<file path="config.mk">
export PLATFORM = sky130hd
export DESIGN_NAME = lifo_arb_flat
export DESIGN_NICKNAME = d
export VERILOG_FILES = /design/src/rtl/lifo_arb_if.sv /design/src/rtl/lifo_arb.sv /design/src/flat_wrapper.sv
export SDC_FILE = /design/constraint.sdc
export NUM_CORES = 1
export LEC_CHECK = 0
export CAP_MARGIN = 20
export CORE_MARGIN = 4
export CORE_UTILIZATION = 38
export DETAILED_ROUTE_END_ITERATION = 7
export HOLD_SLACK_MARGIN = 0.15
export PLACE_DENSITY = 0.77
export SYNTH_ARGS = -nofsm -noshare
export SYNTH_HDL_FRONTEND = slang
export SYNTH_SLANG_ARGS = --single-unit
</file>
<file path="constraint.sdc">
create_clock -name clock -period 4.8 [get_ports clock]
set_clock_uncertainty 0.2 [all_clocks]
set_input_delay 1.2 -clock clock [delete_from_list [all_inputs] [get_ports clock]]
set_output_delay 1.2 -clock clock [all_outputs]
set_load 0.05 [all_outputs]
</file>
<file path="src/rtl/lifo_arb_if.sv">
// lifo_arb_if: requester-side bundle for lifo_arb.
// Carries push/pop requests, grants, pop responses, flush handshake and
// occupancy status. The arbiter uses the slave modport, requesters the master.
interface lifo_arb_if #(
    parameter int DATA_W  = 10,
    parameter int NUM_REQ = 4,
    parameter int ID_W    = 2,
    parameter int CNT_W   = 4
);
    logic [NUM_REQ-1:0]        req_push;
    logic [NUM_REQ-1:0]        req_pop;
    logic [NUM_REQ*DATA_W-1:0] req_data;
    logic [NUM_REQ-1:0]        grant;
    logic                      flush;
    logic                      flush_done;
    logic                      rsp_valid;
    logic [ID_W-1:0]           rsp_id;
    logic [DATA_W-1:0]         rsp_data;
    logic [CNT_W-1:0]          count;
    logic                      full;
    logic                      empty;

    modport master (
        output req_push, req_pop, req_data, flush,
        input  grant, flush_done, rsp_valid, rsp_id, rsp_data, count, full, empty
    );

    modport slave (
        input  req_push, req_pop, req_data, flush,
        output grant, flush_done, rsp_valid, rsp_id, rsp_data, count, full, empty
    );
endinterface

</file>
<file path="src/rtl/lifo_arb.sv">
// lifo_arb: round-robin arbiter sharing one LIFO stack among NUM_REQ requesters.
// One stack operation per cycle; occupancy tracking keeps pushes off a full
// stack and pops off an empty one. Pop data returns one cycle after the grant,
// tagged with the requester id. A flush pulse drains the stack.
// Optional macro LIFO_ARB_STATS_EN adds 16-bit saturating push/pop/stall counters.
module lifo_arb #(
    parameter int DATA_W    = 10,
    parameter int LIFO_SIZE = 6,
    parameter int NUM_REQ   = 4,
    parameter int ID_W      = 2,
    parameter int CNT_W     = 4
) (
    input  logic              clock,
    input  logic              reset,
    lifo_arb_if.slave         bus,
    output logic              lifo_write,
    output logic [DATA_W-1:0] lifo_datain,
    output logic              lifo_read,
    input  logic [DATA_W-1:0] lifo_dataout
`ifdef LIFO_ARB_STATS_EN
    ,
    output logic [15:0]       stat_push,
    output logic [15:0]       stat_pop,
    output logic [15:0]       stat_stall
`endif
);

    typedef enum logic {IDLE, FLUSH} state_t;

    state_t              state, state_nx;
    logic [CNT_W-1:0]    count_q;
    logic [ID_W-1:0]     rr_ptr;
    logic [ID_W-1:0]     win;
    logic                found;
    logic                push_gnt, pop_gnt;
    logic [NUM_REQ-1:0]  push_ok, pop_ok;
    logic [NUM_REQ-1:0]  gnt;
    logic                fdone;
    logic                full_w, empty_w;
    logic                rsp_valid_q;
    logic [ID_W-1:0]     rsp_id_q;
    logic [DATA_W-1:0]   rsp_data_q;

    assign full_w         = (count_q == CNT_W'(LIFO_SIZE));
    assign empty_w        = (count_q == '0);
    assign bus.count      = count_q;
    assign bus.full       = full_w;
    assign bus.empty      = empty_w;
    assign bus.grant      = gnt;
    assign bus.flush_done = fdone;
    assign bus.rsp_valid  = rsp_valid_q;
    assign bus.rsp_id     = rsp_id_q;
    assign bus.rsp_data   = rsp_data_q;

    // Per-requester eligibility; pop takes precedence inside a requester later.
    always_comb begin
        push_ok = '0;
        pop_ok  = '0;
        for (int i = 0; i < NUM_REQ; i++) begin
            push_ok[i] = bus.req_push[i] && !full_w;
            pop_ok[i]  = bus.req_pop[i]  && !empty_w;
        end
    end

    // Round-robin search starting at rr_ptr, ascending with wrap.
    always_comb begin
        int idx;
        found = 1'b0;
        win   = '0;
        idx   = 0;
        for (int k = 0; k < NUM_REQ; k++) begin
            idx = int'(rr_ptr) + k;
            if (idx >= NUM_REQ) idx = idx - NUM_REQ;
            if (!found && (push_ok[idx] || pop_ok[idx])) begin
                found = 1'b1;
                win   = ID_W'(idx);
            end
        end
    end

    // Next state and per-cycle stack strobes; flush beats any request.
    always_comb begin
        state_nx    = state;
        gnt         = '0;
        lifo_write  = 1'b0;
        lifo_read   = 1'b0;
        lifo_datain = '0;
        push_gnt    = 1'b0;
        pop_gnt     = 1'b0;
        fdone       = 1'b0;
        case (state)
            IDLE: begin
                if (bus.flush) begin
                    state_nx = FLUSH;
                end else if (found) begin
                    gnt[win] = 1'b1;
                    if (pop_ok[win]) begin
                        pop_gnt   = 1'b1;
                        lifo_read = 1'b1;
                    end else begin
                        push_gnt    = 1'b1;
                        lifo_write  = 1'b1;
                        lifo_datain = bus.req_data[win*DATA_W +: DATA_W];
                    end
                end
            end
            FLUSH: begin
                if (!empty_w) begin
                    lifo_read = 1'b1;
                end else begin
                    fdone    = 1'b1;
                    state_nx = IDLE;
                end
            end
            default: state_nx = IDLE;
        endcase
    end

    // State, occupancy and round-robin pointer.
    always_ff @(posedge clock or posedge reset) begin
        if (reset) begin
            state   <= IDLE;
            count_q <= '0;
            rr_ptr  <= '0;
        end else begin
            state <= state_nx;
            if (push_gnt)
                count_q <= count_q + 1'b1;
            else if (lifo_read)
                count_q <= count_q - 1'b1;
            if (push_gnt || pop_gnt)
                rr_ptr <= (win == ID_W'(NUM_REQ - 1)) ? '0 : win + 1'b1;
        end
    end

    // Pop response: capture top-of-stack and winner id, valid for one cycle.
    always_ff @(posedge clock or posedge reset) begin
        if (reset) begin
            rsp_valid_q <= 1'b0;
            rsp_id_q    <= '0;
            rsp_data_q  <= '0;
        end else begin
            rsp_valid_q <= pop_gnt;
            if (pop_gnt) begin
                rsp_id_q   <= win;
                rsp_data_q <= lifo_dataout;
            end
        end
    end

`ifdef LIFO_ARB_STATS_EN
    // Saturating activity counters; stalls count IDLE cycles with requests but no grant.
    always_ff @(posedge clock or posedge reset) begin
        if (reset) begin
            stat_push  <= '0;
            stat_pop   <= '0;
            stat_stall <= '0;
        end else begin
            if (push_gnt && stat_push != 16'hFFFF)
                stat_push <= stat_push + 1'b1;
            if (pop_gnt && stat_pop != 16'hFFFF)
                stat_pop <= stat_pop + 1'b1;
            if (state == IDLE && (|bus.req_push || |bus.req_pop) && gnt == '0
                && stat_stall != 16'hFFFF)
                stat_stall <= stat_stall + 1'b1;
        end
    end
`endif

endmodule

</file>
<file path="src/flat_wrapper.sv">
// flat-port wrapper written by rule: the top's interface ports become plain ports
module lifo_arb_flat 
#(
    parameter int DATA_W    = 10,
    parameter int LIFO_SIZE = 6,
    parameter int NUM_REQ   = 4,
    parameter int ID_W      = 2,
    parameter int CNT_W     = 4
)
  (clock, reset, lifo_write, lifo_datain, lifo_read, lifo_dataout, bus_req_push, bus_req_pop, bus_req_data, bus_flush, bus_grant, bus_flush_done, bus_rsp_valid, bus_rsp_id, bus_rsp_data, bus_count, bus_full, bus_empty);
  lifo_arb_if #(.DATA_W(DATA_W), .NUM_REQ(NUM_REQ), .ID_W(ID_W), .CNT_W(CNT_W)) bus_i ();
  input  logic clock;
  input  logic reset;
  output logic lifo_write;
  output logic [DATA_W-1:0] lifo_datain;
  output logic lifo_read;
  input  logic [DATA_W-1:0] lifo_dataout;
  input wire logic [$bits(bus_i.req_push)-1:0] bus_req_push;
  input wire logic [$bits(bus_i.req_pop)-1:0] bus_req_pop;
  input wire logic [$bits(bus_i.req_data)-1:0] bus_req_data;
  input wire logic [$bits(bus_i.flush)-1:0] bus_flush;
  output wire logic [$bits(bus_i.grant)-1:0] bus_grant;
  output wire logic [$bits(bus_i.flush_done)-1:0] bus_flush_done;
  output wire logic [$bits(bus_i.rsp_valid)-1:0] bus_rsp_valid;
  output wire logic [$bits(bus_i.rsp_id)-1:0] bus_rsp_id;
  output wire logic [$bits(bus_i.rsp_data)-1:0] bus_rsp_data;
  output wire logic [$bits(bus_i.count)-1:0] bus_count;
  output wire logic [$bits(bus_i.full)-1:0] bus_full;
  output wire logic [$bits(bus_i.empty)-1:0] bus_empty;
  assign bus_i.req_push = bus_req_push;
  assign bus_i.req_pop = bus_req_pop;
  assign bus_i.req_data = bus_req_data;
  assign bus_i.flush = bus_flush;
  assign bus_grant = bus_i.grant;
  assign bus_flush_done = bus_i.flush_done;
  assign bus_rsp_valid = bus_i.rsp_valid;
  assign bus_rsp_id = bus_i.rsp_id;
  assign bus_rsp_data = bus_i.rsp_data;
  assign bus_count = bus_i.count;
  assign bus_full = bus_i.full;
  assign bus_empty = bus_i.empty;
  lifo_arb #(.DATA_W(DATA_W), .LIFO_SIZE(LIFO_SIZE), .NUM_REQ(NUM_REQ), .ID_W(ID_W), .CNT_W(CNT_W)) u_core (.clock(clock), .reset(reset), .bus(bus_i), .lifo_write(lifo_write), .lifo_datain(lifo_datain), .lifo_read(lifo_read), .lifo_dataout(lifo_dataout));
endmodule
</file>
==> impl_metrics.py, run 1 <==
metrics = {
    "run_status": {
        "outcome": "completed",
    },
    "setup_path": {
        "path_class": "in2out",
        "reg2reg_from": "u_core.bus.count[1]",
        "start_kind": "input port",
        "cp_cell_sequence": "buf_6 > or3_4 > a21oi_4 > nor3_2 > o211ai_1 > and2_4 > o211ai_4 > nand3_4 > nand2_8 > a311oi_4 > buf_12",
        "crit_fanout": 6,
        "critPathBufInv": 2,
        "critPathRequiredTime_ns": 3.40,
        "arrival_ns": 3.34,
        "r2r_slack_ns": 0.96,
        "max_stage_delay_ns": 0.37,
        "cp-end-kind": "output pin",
        "critPathTopFamily": "simple AND/OR/NAND/NOR gates",
        "setup.worst_path.start": "bus_req_push[0]",
        "slowest_stage": "or3_4",
    },
    "sta": {
        "setup_viol": 0,
        "slew_violations": 0,
        "rsz0062_at_grt": "yes",
        "hold_viol_final": 0,
        "tns_ns": 0,
        "max_freq_mhz": 211,
        "fin_crit_sh_pct": 98.8,
        "finalCriticalPeriod_ns": 4.74,
        "worst-slew-pin-transition_ns": 0.760,
        "slew_headroom_pct": 49.3,
        "hold_ws_ns": 0.306,
        "setup_slack_ns": 0.0563,
    },
    "floorplan": {
        "dieArea_um2": 5550,
        "die_y_um": 74.5,
        "die_w_um": 74.5,
        "pin_count": 97,
        "core_area_um2": 4140,
        "rows": 23,
        "start_util_pct": 40.5,
    },
    "placement": {
        "pre_cts_ws_ns": -0.406,
        "placed_area_um2": 3000,
        "dp.cells": 353,
        "hpwl_um": 4130,
        "gp_congestion": 0.836,
        "io_buffers": 96,
    },
    "logic_synthesis": {
        "async_reset_ff_share_pct": 100,
        "synth_flop_cell": "dfrtp_1",
        "ys_warn_count": 0,
        "synth_enable_flop_cells": 0,
        "yosysUniqueCellTypes": 48,
        "synth_seq_cells": 20,
        "synth_area_um2": 1680,
        "yosysSeqAreaShare_pct": 29.8,
        "synth_cells": 194,
        "syn_avg_cell_area_um2": 8.66,
        "syn_nets": 262,
    },
    "finish": {
        "diodes": 0,
        "final_nets": 385,
        "stdcell_area_um2": 3360,
        "nFillCells": 256,
        "drive_gt1_share_pct": 34.2,
        "fin_cells": 366,
        "multiInputGateArea_um2": 1300,
        "post-route-util_pct": 81.0,
        "regArea_um2": 500,
        "final_cell_mix": "clkdlybuf4s50_1, nand2_1, buf_4",
        "final_common_cell": "clkdlybuf4s50_1",
        "area_growth_pct": 99.9,
    },
    "hold_path": {
        "min_from": "u_core.bus.rsp_data[1]",
        "hold_class": "reg2reg",
    },
    "grt": {
        "grt_overflow_total": 0,
        "grt_pass1_wl_um": 9180,
        "grt_pass1_vias": 1941,
        "grt_start_max_net_pins": 21,
        "antenna_found_initial": 0,
        "grt_usage_pct": 21.4,
    },
    "detailed_routing": {
        "antenna_left": 0,
        "drt-total-wl_um": 5840,
        "vias": 1896,
        "dr.pass1.iters": 4,
        "vias_per_cell": 5.18,
        "dr.first_iter.drc_count": 73,
        "wire_per_inst_um": 15.9,
        "drc_errors": 0,
    },
    "clock_tree": {
        "clk_latency_ns": 0.25,
        "cts_buffer_depth": 2,
        "tritoncts": "yes",
        "cts_htree_levels": 1,
        "cts_sinks": 20,
        "cts_made_buffers": 3,
        "path_clk_slew_ns": 0.07,
        "cts-root-buf": "clkbuf_8",
        "ctsHoldBuffers": 0,
    },
    "pwr": {
        "peakVddDrop_mv": 0.310,
        "power_mw": 2.18,
        "p_leak_nw": 1.46,
        "power.density_nw_per_um2": 650,
    },
    "flow_run": {
        "max_cap_violations": 0,
    },
}
area by class of cell:
class | count | share of cell area, %
Clock buffer | 4 | 1.64
Inverter | 13 | 1.53
Multi-Input combinational cell | 149 | 38.9
Sequential cell | 20 | 14.9
Tap cell | 50 | 1.86
Timing Repair Buffer | 130 | 41.2
where the power goes:
| group | switching, mW | total, mW | internal, mW |
|---|---|---|---|
| Sequential | 0.0867 | 0.334 | 0.247 |
| Combinational | 0.966 | 1.72 | 0.755 |
| Clock | 0.0532 | 0.126 | 0.0729 |
| Total | 1.11 | 2.18 | 1.07 |
final timing paths:
path	end	depth (start not counted)
worst max-delay path	lifo_datain[7]	11
worst min-delay path	u_core.bus.rsp_data[1]	1
worst max register to register	u_core.bus.count[3]	15
worst min register to register	u_core.bus.rsp_data[1]	1
max in group asynchronous	u_core.bus.rsp_data[0]	2
min in group asynchronous	u_core.bus.rsp_data[5]	2
cells in the mapped netlist (all sizes together) (3+ instances only):
cell type / number / area (um2)
nand2: 49 / 186
dfrtp: 20 / 500
inv: 13 / 48.8
mux2: 11 / 143
a311oi: 10 / 113
and3: 10 / 62.6
buf: 9 / 66.3
and2: 8 / 50.1
nor2: 8 / 30.0
o21ai: 7 / 35.0
ha: 6 / 75.1
clkbuf: 4 / 15.0
a21oi: 3 / 18.8
nand3: 3 / 15.0
nor3: 3 / 15.0
o211ai: 3 / 41.3
or3: 3 / 18.8
state kept, by name, summed over array words and instances (netlist names):
name and count:
u_core.bus.rsp_id 2, u_core.state 1, u_core.bus.count 4, u_core.bus.rsp_valid 1
u_core.rr_ptr 2, u_core.bus.rsp_data 10
logic make-up after synthesis:
kind of cell,synth area share (%)
fa+ha+maj,5.66
simple gates,26.7
flops,29.8
mux,8.49
compound gates,20.0
buf+inv,7.75
xor+xnor,1.57
routing by layer:
layer | track usage (%) | share of wire, % | up-vias
li1 | - | - | 926
met3 | 8.78 | 9.3 | 6
met5 | 0 | 0 | -
met2 | 39.9 | 53 | 70
met4 | 4.15 | 1.2 | 0
met1 | 22.5 | 37 | 894
worst register-to-register path, cell delays in order (launching register included):
cell	delay [ns]
dfrtp_1	0.54
o41a_1	0.53
o22ai_4	0.25
o32ai_1	0.11
a311o_1	0.37
buf_4	0.17
o211ai_4	0.09
nand3_4	0.17
nand2_8	0.15
buf_4	0.15
ha_1	0.23
a21o_1	0.18
a21oi_1	0.19
buf_4	0.14
a2bb2oi_2	0.13
xor2_1	0.17
timing repair:
item                       CTS  global route
pin swaps                   26             8
hold endpoints to repair     0             0
buffers inserted             5             2
setup endpoints to repair   16            14
cloned                       2             0
resized for setup           39            16
No activity file was read; power rests on OpenSTA's default activity.
==> inputs of run 2 (changes only) <==
Settings changed: CAP_MARGIN 20 to not set.
==> results of run 2 <==
The final DEF is identical to that of run 1; final timing and power are the same.
